==> src/rtl/mod_reduce_serial_pkg.sv <==
// Shared definitions for the bit-serial modular reducer.
//   N_DEFAULT  : operand / modulus width (product is 2*N_DEFAULT bits)
//   CW_DEFAULT : iteration counter width, 2**CW_DEFAULT > 2*N_DEFAULT
//   state_e    : controller state encoding
package mod_reduce_serial_pkg;

  localparam int unsigned N_DEFAULT  = 224;
  localparam int unsigned CW_DEFAULT = 9;

  typedef enum logic [1:0] {
    IDLE = 2'd0,
    RUN  = 2'd1,
    DONE = 2'd2
  } state_e;

endpackage

==> src/rtl/mod_reduce_serial_if.sv <==
// Start/done request bundle for mod_reduce_serial.
//   start : request (master -> slave)
//   c     : 2N-bit product to reduce (master -> slave)
//   m     : N-bit modulus (master -> slave)
//   busy  : reduction in progress (slave -> master)
//   done  : one-cycle completion pulse (slave -> master)
//   r     : registered remainder (slave -> master)
interface mod_reduce_serial_if
  import mod_reduce_serial_pkg::*;
#(
  parameter int unsigned N = N_DEFAULT
);

  logic             start;
  logic [2*N-1:0]   c;
  logic [N-1:0]     m;
  logic             busy;
  logic             done;
  logic [N-1:0]     r;

  modport master (output start, c, m, input busy, done, r);
  modport slave  (input start, c, m, output busy, done, r);

endinterface

==> src/rtl/mod_reduce_step.sv <==
// One restoring-reduction iteration: shift one product bit into the
// partial remainder and subtract the modulus if the result reaches it.
//   r_i   : current remainder (always < m_i, so N bits suffice)
//   bit_i : next product bit, MSB first
//   m_i   : modulus; m_i == 0 forces the remainder to zero
//   r_o   : next remainder
module mod_reduce_step
  import mod_reduce_serial_pkg::*;
#(
  parameter int unsigned N = N_DEFAULT
) (
  input  logic [N-1:0] r_i,
  input  logic         bit_i,
  input  logic [N-1:0] m_i,
  output logic [N-1:0] r_o
);

  logic [N:0] t;

  always_comb begin
    t   = {r_i, bit_i};
    r_o = t[N-1:0];
    if (m_i == '0) begin
      r_o = '0;
    end else if (t >= {1'b0, m_i}) begin
      // True difference is < m_i < 2**N, so modulo-2**N arithmetic on the
      // low bits yields it exactly; t[N] only matters for the compare.
      r_o = t[N-1:0] - m_i;
    end
  end

endmodule

==> src/rtl/mod_reduce_serial.sv <==
// Bit-serial restoring reduction r = c mod m, one product bit per clock.
// A job accepted in IDLE spends exactly 2N edges in RUN, one edge in DONE,
// then pulses done with r updated; r holds until the next completion.
//   clk : rising-edge clock
//   rst : synchronous active-low reset (aborts any job, no done)
//   bus : slave side of mod_reduce_serial_if (start/c/m in, busy/done/r out)
module mod_reduce_serial
  import mod_reduce_serial_pkg::*;
#(
  parameter int unsigned N  = N_DEFAULT,
  parameter int unsigned CW = CW_DEFAULT
) (
  input  logic                 clk,
  input  logic                 rst,
  mod_reduce_serial_if.slave   bus
);

  localparam logic [CW-1:0] LAST_CNT = CW'(2*N - 1);

  state_e          state_q;
  logic            busy_q;
  logic            done_q;
  logic [N-1:0]    r_q;
  // Partial remainder kept at N bits: R < M holds between iterations,
  // so the extra bit only exists transiently inside the step.
  logic [N-1:0]    rem_q;
  logic [N-1:0]    rem_d;
  logic [2*N-1:0]  c_q;
  logic [N-1:0]    m_q;
  logic [CW-1:0]   cnt_q;

  mod_reduce_step #(.N(N)) u_step (
    .r_i   (rem_q),
    .bit_i (c_q[2*N-1]),
    .m_i   (m_q),
    .r_o   (rem_d)
  );

  always_ff @(posedge clk) begin
    if (!rst) begin
      state_q <= IDLE;
      busy_q  <= 1'b0;
      done_q  <= 1'b0;
      r_q     <= '0;
      rem_q   <= '0;
      c_q     <= '0;
      m_q     <= '0;
      cnt_q   <= '0;
    end else begin
      done_q <= 1'b0;
      case (state_q)
        IDLE: begin
          if (bus.start) begin
            c_q     <= bus.c;
            m_q     <= bus.m;
            rem_q   <= '0;
            cnt_q   <= '0;
            busy_q  <= 1'b1;
            state_q <= RUN;
          end
        end
        RUN: begin
          rem_q <= rem_d;
          c_q   <= {c_q[2*N-2:0], 1'b0};
          cnt_q <= cnt_q + CW'(1);
          if (cnt_q == LAST_CNT) begin
            busy_q  <= 1'b0;
            state_q <= DONE;
          end
        end
        DONE: begin
          r_q     <= rem_q;
          done_q  <= 1'b1;
          state_q <= IDLE;
        end
        default: begin
          busy_q  <= 1'b0;
          state_q <= IDLE;
        end
      endcase
    end
  end

  assign bus.busy = busy_q;
  assign bus.done = done_q;
  assign bus.r    = r_q;

endmodule

==> src/flat_wrapper.sv <==
// flat-port wrapper written by rule: the top's interface ports become plain ports
module mod_reduce_serial_flat import mod_reduce_serial_pkg::*;
#(
  parameter int unsigned N  = N_DEFAULT,
  parameter int unsigned CW = CW_DEFAULT
)
  (clk, rst, bus_start, bus_c, bus_m, bus_busy, bus_done, bus_r);
  mod_reduce_serial_if #(.N(N)) bus_i ();
  input  logic clk;
  input  logic rst;
  input wire logic [$bits(bus_i.start)-1:0] bus_start;
  input wire logic [$bits(bus_i.c)-1:0] bus_c;
  input wire logic [$bits(bus_i.m)-1:0] bus_m;
  output wire logic [$bits(bus_i.busy)-1:0] bus_busy;
  output wire logic [$bits(bus_i.done)-1:0] bus_done;
  output wire logic [$bits(bus_i.r)-1:0] bus_r;
  assign bus_i.start = bus_start;
  assign bus_i.c = bus_c;
  assign bus_i.m = bus_m;
  assign bus_busy = bus_i.busy;
  assign bus_done = bus_i.done;
  assign bus_r = bus_i.r;
  mod_reduce_serial #(.N(N), .CW(CW)) u_core (.clk(clk), .rst(rst), .bus(bus_i));
endmodule
==> config.mk <==
export PLATFORM = sky130hd
export DESIGN_NAME = mod_reduce_serial_flat
export DESIGN_NICKNAME = d
export VERILOG_FILES = /design/src/rtl/mod_reduce_serial_pkg.sv /design/src/rtl/mod_reduce_serial_if.sv /design/src/rtl/mod_reduce_step.sv /design/src/rtl/mod_reduce_serial.sv /design/src/flat_wrapper.sv
export SDC_FILE = /design/constraint.sdc
export NUM_CORES = 2
export LEC_CHECK = 0
export CAP_MARGIN = 15
export CORE_AREA = 2 2 348 350
export DETAILED_ROUTE_END_ITERATION = 16
export DIE_AREA = 0 0 350 352
export PLACE_DENSITY = 0.76
export SLEW_MARGIN = 20
export SYNTH_ARGS = -nofsm -noshare
export SYNTH_HDL_FRONTEND = slang
export SYNTH_SLANG_ARGS = --single-unit
==> constraint.sdc <==
create_clock -name clk -period 4.71 [get_ports clk]
set_input_delay 0.7065 -clock clk [delete_from_list [all_inputs] [get_ports clk]]
set_output_delay 0.7065 -clock clk [all_outputs]
set_load 0.05 [all_outputs]
* Word level (Yosys, flattened, before mapping)
Cells that the tools add are included.
** Word-level totals
- Register bits :: 1133
- Logic and storage cells :: 39
- Output and inout port bits :: 226
- Input port bits :: 675
** Operators by class
- Equal/unequal tests :: 5
- Bitwise operators :: 1
- Reduce and logical (&&, ||, !) cells :: 7
- Multiplexer cells :: 15
- $lt $le $gt $ge :: 1
- Add/sub/neg operators :: 2
** Operator list (number)
- case mux 448 bit (2 select lines) :: 1
- 2-to-1 mux 224 bit :: 3
- 2-to-1 mux 448 bit :: 1
- case mux 224 bit (2 select lines) :: 1
- >= comparator 225 x 224 -> 1 bit :: 1
- zero test 224 bit :: 1
- subtractor 224 bit :: 1
- case mux 9 bit (2 select lines) :: 1
- adder 9 x 1 -> 9 bit, second input constant :: 1
- equality test 9 bit, second input constant :: 1
- 2-to-1 mux 9 bit :: 1
- AND reduction 2 bit :: 3
- 2-to-1 mux 2 bit :: 2
- case mux 2 bit (2 select lines) :: 1
- 2-to-1 mux 1 bit :: 3
- case mux 1 bit (3 select lines) :: 1
- AND reduction 3 bit :: 1
- equality test 2 x 1 -> 1 bit, second input constant :: 1
- equality test 2 bit, second input constant :: 1
- zero test 2 bit :: 1
- inequality test 2 x 1 -> 1 bit, second input constant :: 1
- inequality test 2 bit, second input constant :: 1
- nonzero test 2 bit :: 1
- inverter 1 bit :: 1

* Depth between registers and ports, before layout
- Word-level depth :: 4
- Gate-level depth with buffers :: 19
- Gate-level depth less buffers :: 16

* Cells and area by module
A second synthesis with hierarchy kept.
** Second synthesis, totals
- Cells, all modules :: 8684
- Area, all modules :: 62572.5 um^2
** By module, submodules not included
- mod_reduce_serial :: area each 41218.3 um^2, cells an instance 5001, seq. area each 22681.8 um^2, times used 1
- mod_reduce_step :: area each 21354.2 um^2, cells an instance 3683, seq. area each 0.0 um^2, times used 1

* Worst setup path before layout
Ideal clock, no wire load.
- Path kind :: flip-flop to flip-flop
- Start point :: register u_core.m_q[26]
- End point :: register u_core.rem_q[181]
- Stages on the path, launching flop included :: 19
- Data arrival time :: 3515 ps
- Library setup time :: 125 ps
- Period minus slack after synthesis :: 3640 ps
- Setup slack :: 1070 ps
- Path through :: dfxtp_1 -> inv_1 -> ha_1 -> buf_2 -> nand4_2 -> or4_1 -> or2_0 -> a31oi_1 -> o311ai_1 -> a21oi_2 -> a211o_2 -> a41oi_2 -> o31a_1 -> buf_6 -> and2_4 -> buf_6 -> buf_6 -> a221oi_1 -> nand2_1
** On the way
- Cells in the longest elaborated chain, start to end :: 4
** RTL lines
- start: declaration :: RTL line mod_reduce_serial.sv:29 : logic [N-1:0] m_q;
- start signal: assignment :: RTL line mod_reduce_serial.sv:55 : m_q <= bus.m;
- subtractor 224 bit / >= comparator 225 x 224 -> 1 bit (equally long branches) :: RTL line mod_reduce_step.sv:28, mod_reduce_step.sv:25
- 2-to-1 mux 224 bit :: RTL line mod_reduce_step.sv:25 : end else if (t >= {1'b0, m_i}) begin
- 2-to-1 mux 224 bit * :: RTL line mod_reduce_step.sv:23 : if (m_i == '0) begin
- case mux 224 bit (2 select lines) * :: RTL line mod_reduce_serial.sv:51 : case (state_q)
- end signal: assignment :: RTL line mod_reduce_serial.sv:63 : rem_q <= rem_d;
- end: declaration :: RTL line mod_reduce_serial.sv:26 : logic [N-1:0] rem_q;
Every way passes the cells marked *; elsewhere a longest branch is shown, timed or not.
A chain may end at the register's enable or synchronous reset.

* Worst setup path after layout
- Start point :: register u_core.m_q[121]
- End point :: register u_core.rem_q[192]
The elaborated chain is that of the path after synthesis.

==> impl_metrics.toml <==
[final_layout]
finish.utilization_pct = 64.9
nets = 10300
layout_commonest_cell = "nand2_1"
fin_cells = 11100
final_cell_mix = "2,248 x nand2_1, 1,133 x dfxtp_1, 1,013 x a21oi_1, 899 x nor2_1, 899 x clkdlybuf4s50_1"
final_cell_area_sq_um = 77400
syn_to_final_growth_pct = 25.9
layout-drive-gt1-share_pct = 6.43

[yosys]
synth_edf_count = 0
ys_seq_area_share_pct = 36.9
synth_flop_cell = "dfxtp_1"
synth_warnings = 0
synth_cells = 8610
synth.avg_cell_area_sq_um = 7.14
synthesis.nets = 9511
synth_area_sq_um = 61500
async_reset_ff_share_pct = 0
ys_types = 82
ys_top_cells_by_area = "dfxtp_1 37%, nand2_1 14%, a21oi_1 8.3%"
synth_top_area_cell = "dfxtp_1"
yosysTopAreaCellShare_pct = 36.9
ys_seq_elements = 1133

[setup_path]
cp-end-kind = "flop"
crit_path_top_delay_cell = "or4_1"
critPathKind = "flop to flop"
critPathLaunchType = "flop"
required_ns = 5.34
cp.arrival_ns = 5.27
slowest_delay_ns = 0.64
critical_path_peak_fanout = 6
cp_cell_sequence = "inv_1 > ha_1 > nand2_1 > nor2_1 > nand2_1 > nor3_1 > buf_4 > nand2_1 > or4_1 > a21oi_1 > buf_4 > o21ai_0 > buf_4 > a2111o_1 > nand2_1 > xnor2_1 > o21ai_1"
cp_common_cell = "nand2_1"

[timing]
slew-limit-headroom_pct = 12.8
worst_pin_slew_ns = 1.31
fin_crit_sh_pct = 98.5
clock.fmax_mhz = 216
rsz0062_at_grt = "no"
final-setup-viol-count = 0
finalHoldViolCount = 0
min_period_ns = 4.64
skew_ns = 0.0690
slew_violations = 0
hold_ws_ns = 0.400
finalSetupTns_ns = 0

[floorplan]
chipHeight_um = 352
die_w_um = 350
die_area_sq_um = 123000
start_util_pct = 51.5
core_sq_um = 119000
fp-row-count = 127
io_pins = 901

[cts]
clock-sinks = 1133
clk_latency_ns = 0.79
cts.clk_slew.worst_paths_ns = 0.06
ctsHoldBuffers = 0
htree_levels = 3
cts-root-buf = "clkbuf_16"
cts_tree = "done"
numCtsBuffers = 117
cts_max_path_buffers = 3

[min_path]
holdCritPathClass = "input pin to flop"

[outcome]
status = "completed"

[global_route]
grtUsageTotal_pct = 39.9
grt_pass1_vias = 63000
grt_max_degree = 233
grt_pass1_wl_um = 381000
overflow = 0
antenna_found_initial = 45

[power_and_ir_drop]
power.density_nw_per_um2 = 487
ir_worst_vdd_mv = 0.411
p_leak_nw = 30.7

[routing]
routedWlPerCell_um = 23.2
via_count = 67400
wl_um = 258000
first_iter_violations = 7518
routed_via_density = 6.07
drc = 0
ant_nets = 0
drtPass1Iterations = 8

[placed_design]
globalplace.congestion = 1.05
io_buffers = 900
dp_hpwl_um = 199000
dpl_cell_area_sq_um = 73200
placed_cells = 10900

[flow_run]
cap_violations = 0
## flip-flops by register name, summed over array words and instances, names as in the netlist
name and count:
u_core.c_q 448, u_core.bus.done 1, u_core.bus.busy 1, u_core.cnt_q 9, u_core.rem_q 224, u_core.bus.r 224, u_core.state_q 2, u_core.m_q 224
## what timing repair did
action | CTS | global route
pin swaps | 0 | 1
gates cloned | 0 | 0
resized for setup | 3 | 16
endpoints found under the setup margin | 10 | 162
endpoints found under the hold margin | 0 | 0
buffers inserted | 0 | 0
## where the power goes
part / total (mW) / switching (mW) / internal (mW)
Combinational: 17.0 / 10.7 / 6.35
Clock: 9.69 / 4.20 / 5.49
Sequential: 11.0 / 0.667 / 10.4
Total: 37.7 / 15.5 / 22.2
## stage by stage
step / worst slack [ns] / power [mW]
6_report: 0.0700 / 37.7
5_1_grt: 0.00316 / 39.4
4_1_cts: 0.00620 / 37.2
3_5_place_dp: -0.252 / 27.5
3_3_place_gp: -0.186 / 27.5
2_1_floorplan: 1.07 / 21.2
## area by class of cell
cell class / count / area (sq um)
fillers: 10200 / 41900
multi-input cells: 6549 / 35400
flip-flops and latches: 1133 / 22700
repair buffers: 1251 / 12000
clock buffers: 172 / 3450
well taps: 1612 / 2020
inverters: 306 / 1160
clock inverters: 43 / 593
diodes: 32 / 80.1
## kinds of logic after synthesis
kind of cell | count (synthesis) | synth area share, %
XOR/XNOR | 213 | 3.03
multiplexers | 13 | 0.212
AND/OR/NAND/NOR | 3657 | 24.2
AO/OA/AOI/OAI | 2440 | 25.2
flip-flops | 1133 | 36.9
buffers and inverters | 928 | 5.80
adder cells (fa/ha/maj) | 226 | 4.61
## critical path, delay by kind of cell (launching register included)
kind / cells / cell delay (ns)
xor gates and xnor gates: 1 / 0.13
DFF: 1 / 0.42
adders and majority gates: 1 / 0.40
AOI/OAI and AO/OA: 4 / 0.85
and+or+nand+nor: 7 / 2.06
buffers and inverters: 4 / 0.67
## layer usage
metal  global-route usage (%)  share of wire (%)  routed length [um]
met1                     50.3                 39              102000
met2                     63.2                 45              115000
met3                     8.26                9.6               24700
met4                     22.5                6.2               15900
met5                    0.549              0.090                 232
## synthesized netlist by cell type, types with 9 or more instances
library cell,count
a211oi_1,14
a21boi_0,29
a21o_1,80
a21oi_1,1017
a221oi_1,9
a22o_1,24
a22oi_1,71
a2bb2oi_1,48
a311oi_1,451
a31oi_1,21
a32oi_1,12
and2_1,27
and3_1,13
and4_1,11
buf_1,21
buf_2,32
clkbuf_1,563
dfxtp_1,1133
ha_1,225
inv_1,304
mux2i_1,13
nand2_1,2251
nand2b_1,22
nand3_1,46
nand4_1,151
nor2_1,902
nor2b_1,17
nor3_1,74
nor4_1,83
o211ai_1,13
o21a_1,30
o21ai_0,391
o21ai_1,36
o21bai_1,91
o221ai_1,9
o31ai_1,21
or2_2,20
or3_1,18
xnor2_1,130
xor2_1,83
## worst paths after layout
check | endpoint | slack [ns] | cells past startpoint | startpoint
min reg2reg | u_core.c_q[356] | 0.45 | 2 | u_core.c_q[355]
max | u_core.rem_q[192] | 0.07 | 17 | u_core.m_q[121]
min | u_core.rem_q[10] | 0.40 | 2 | rst
max reg2reg | u_core.rem_q[192] | 0.07 | 17 | u_core.m_q[121]
(Power assumes the default switching activity.)
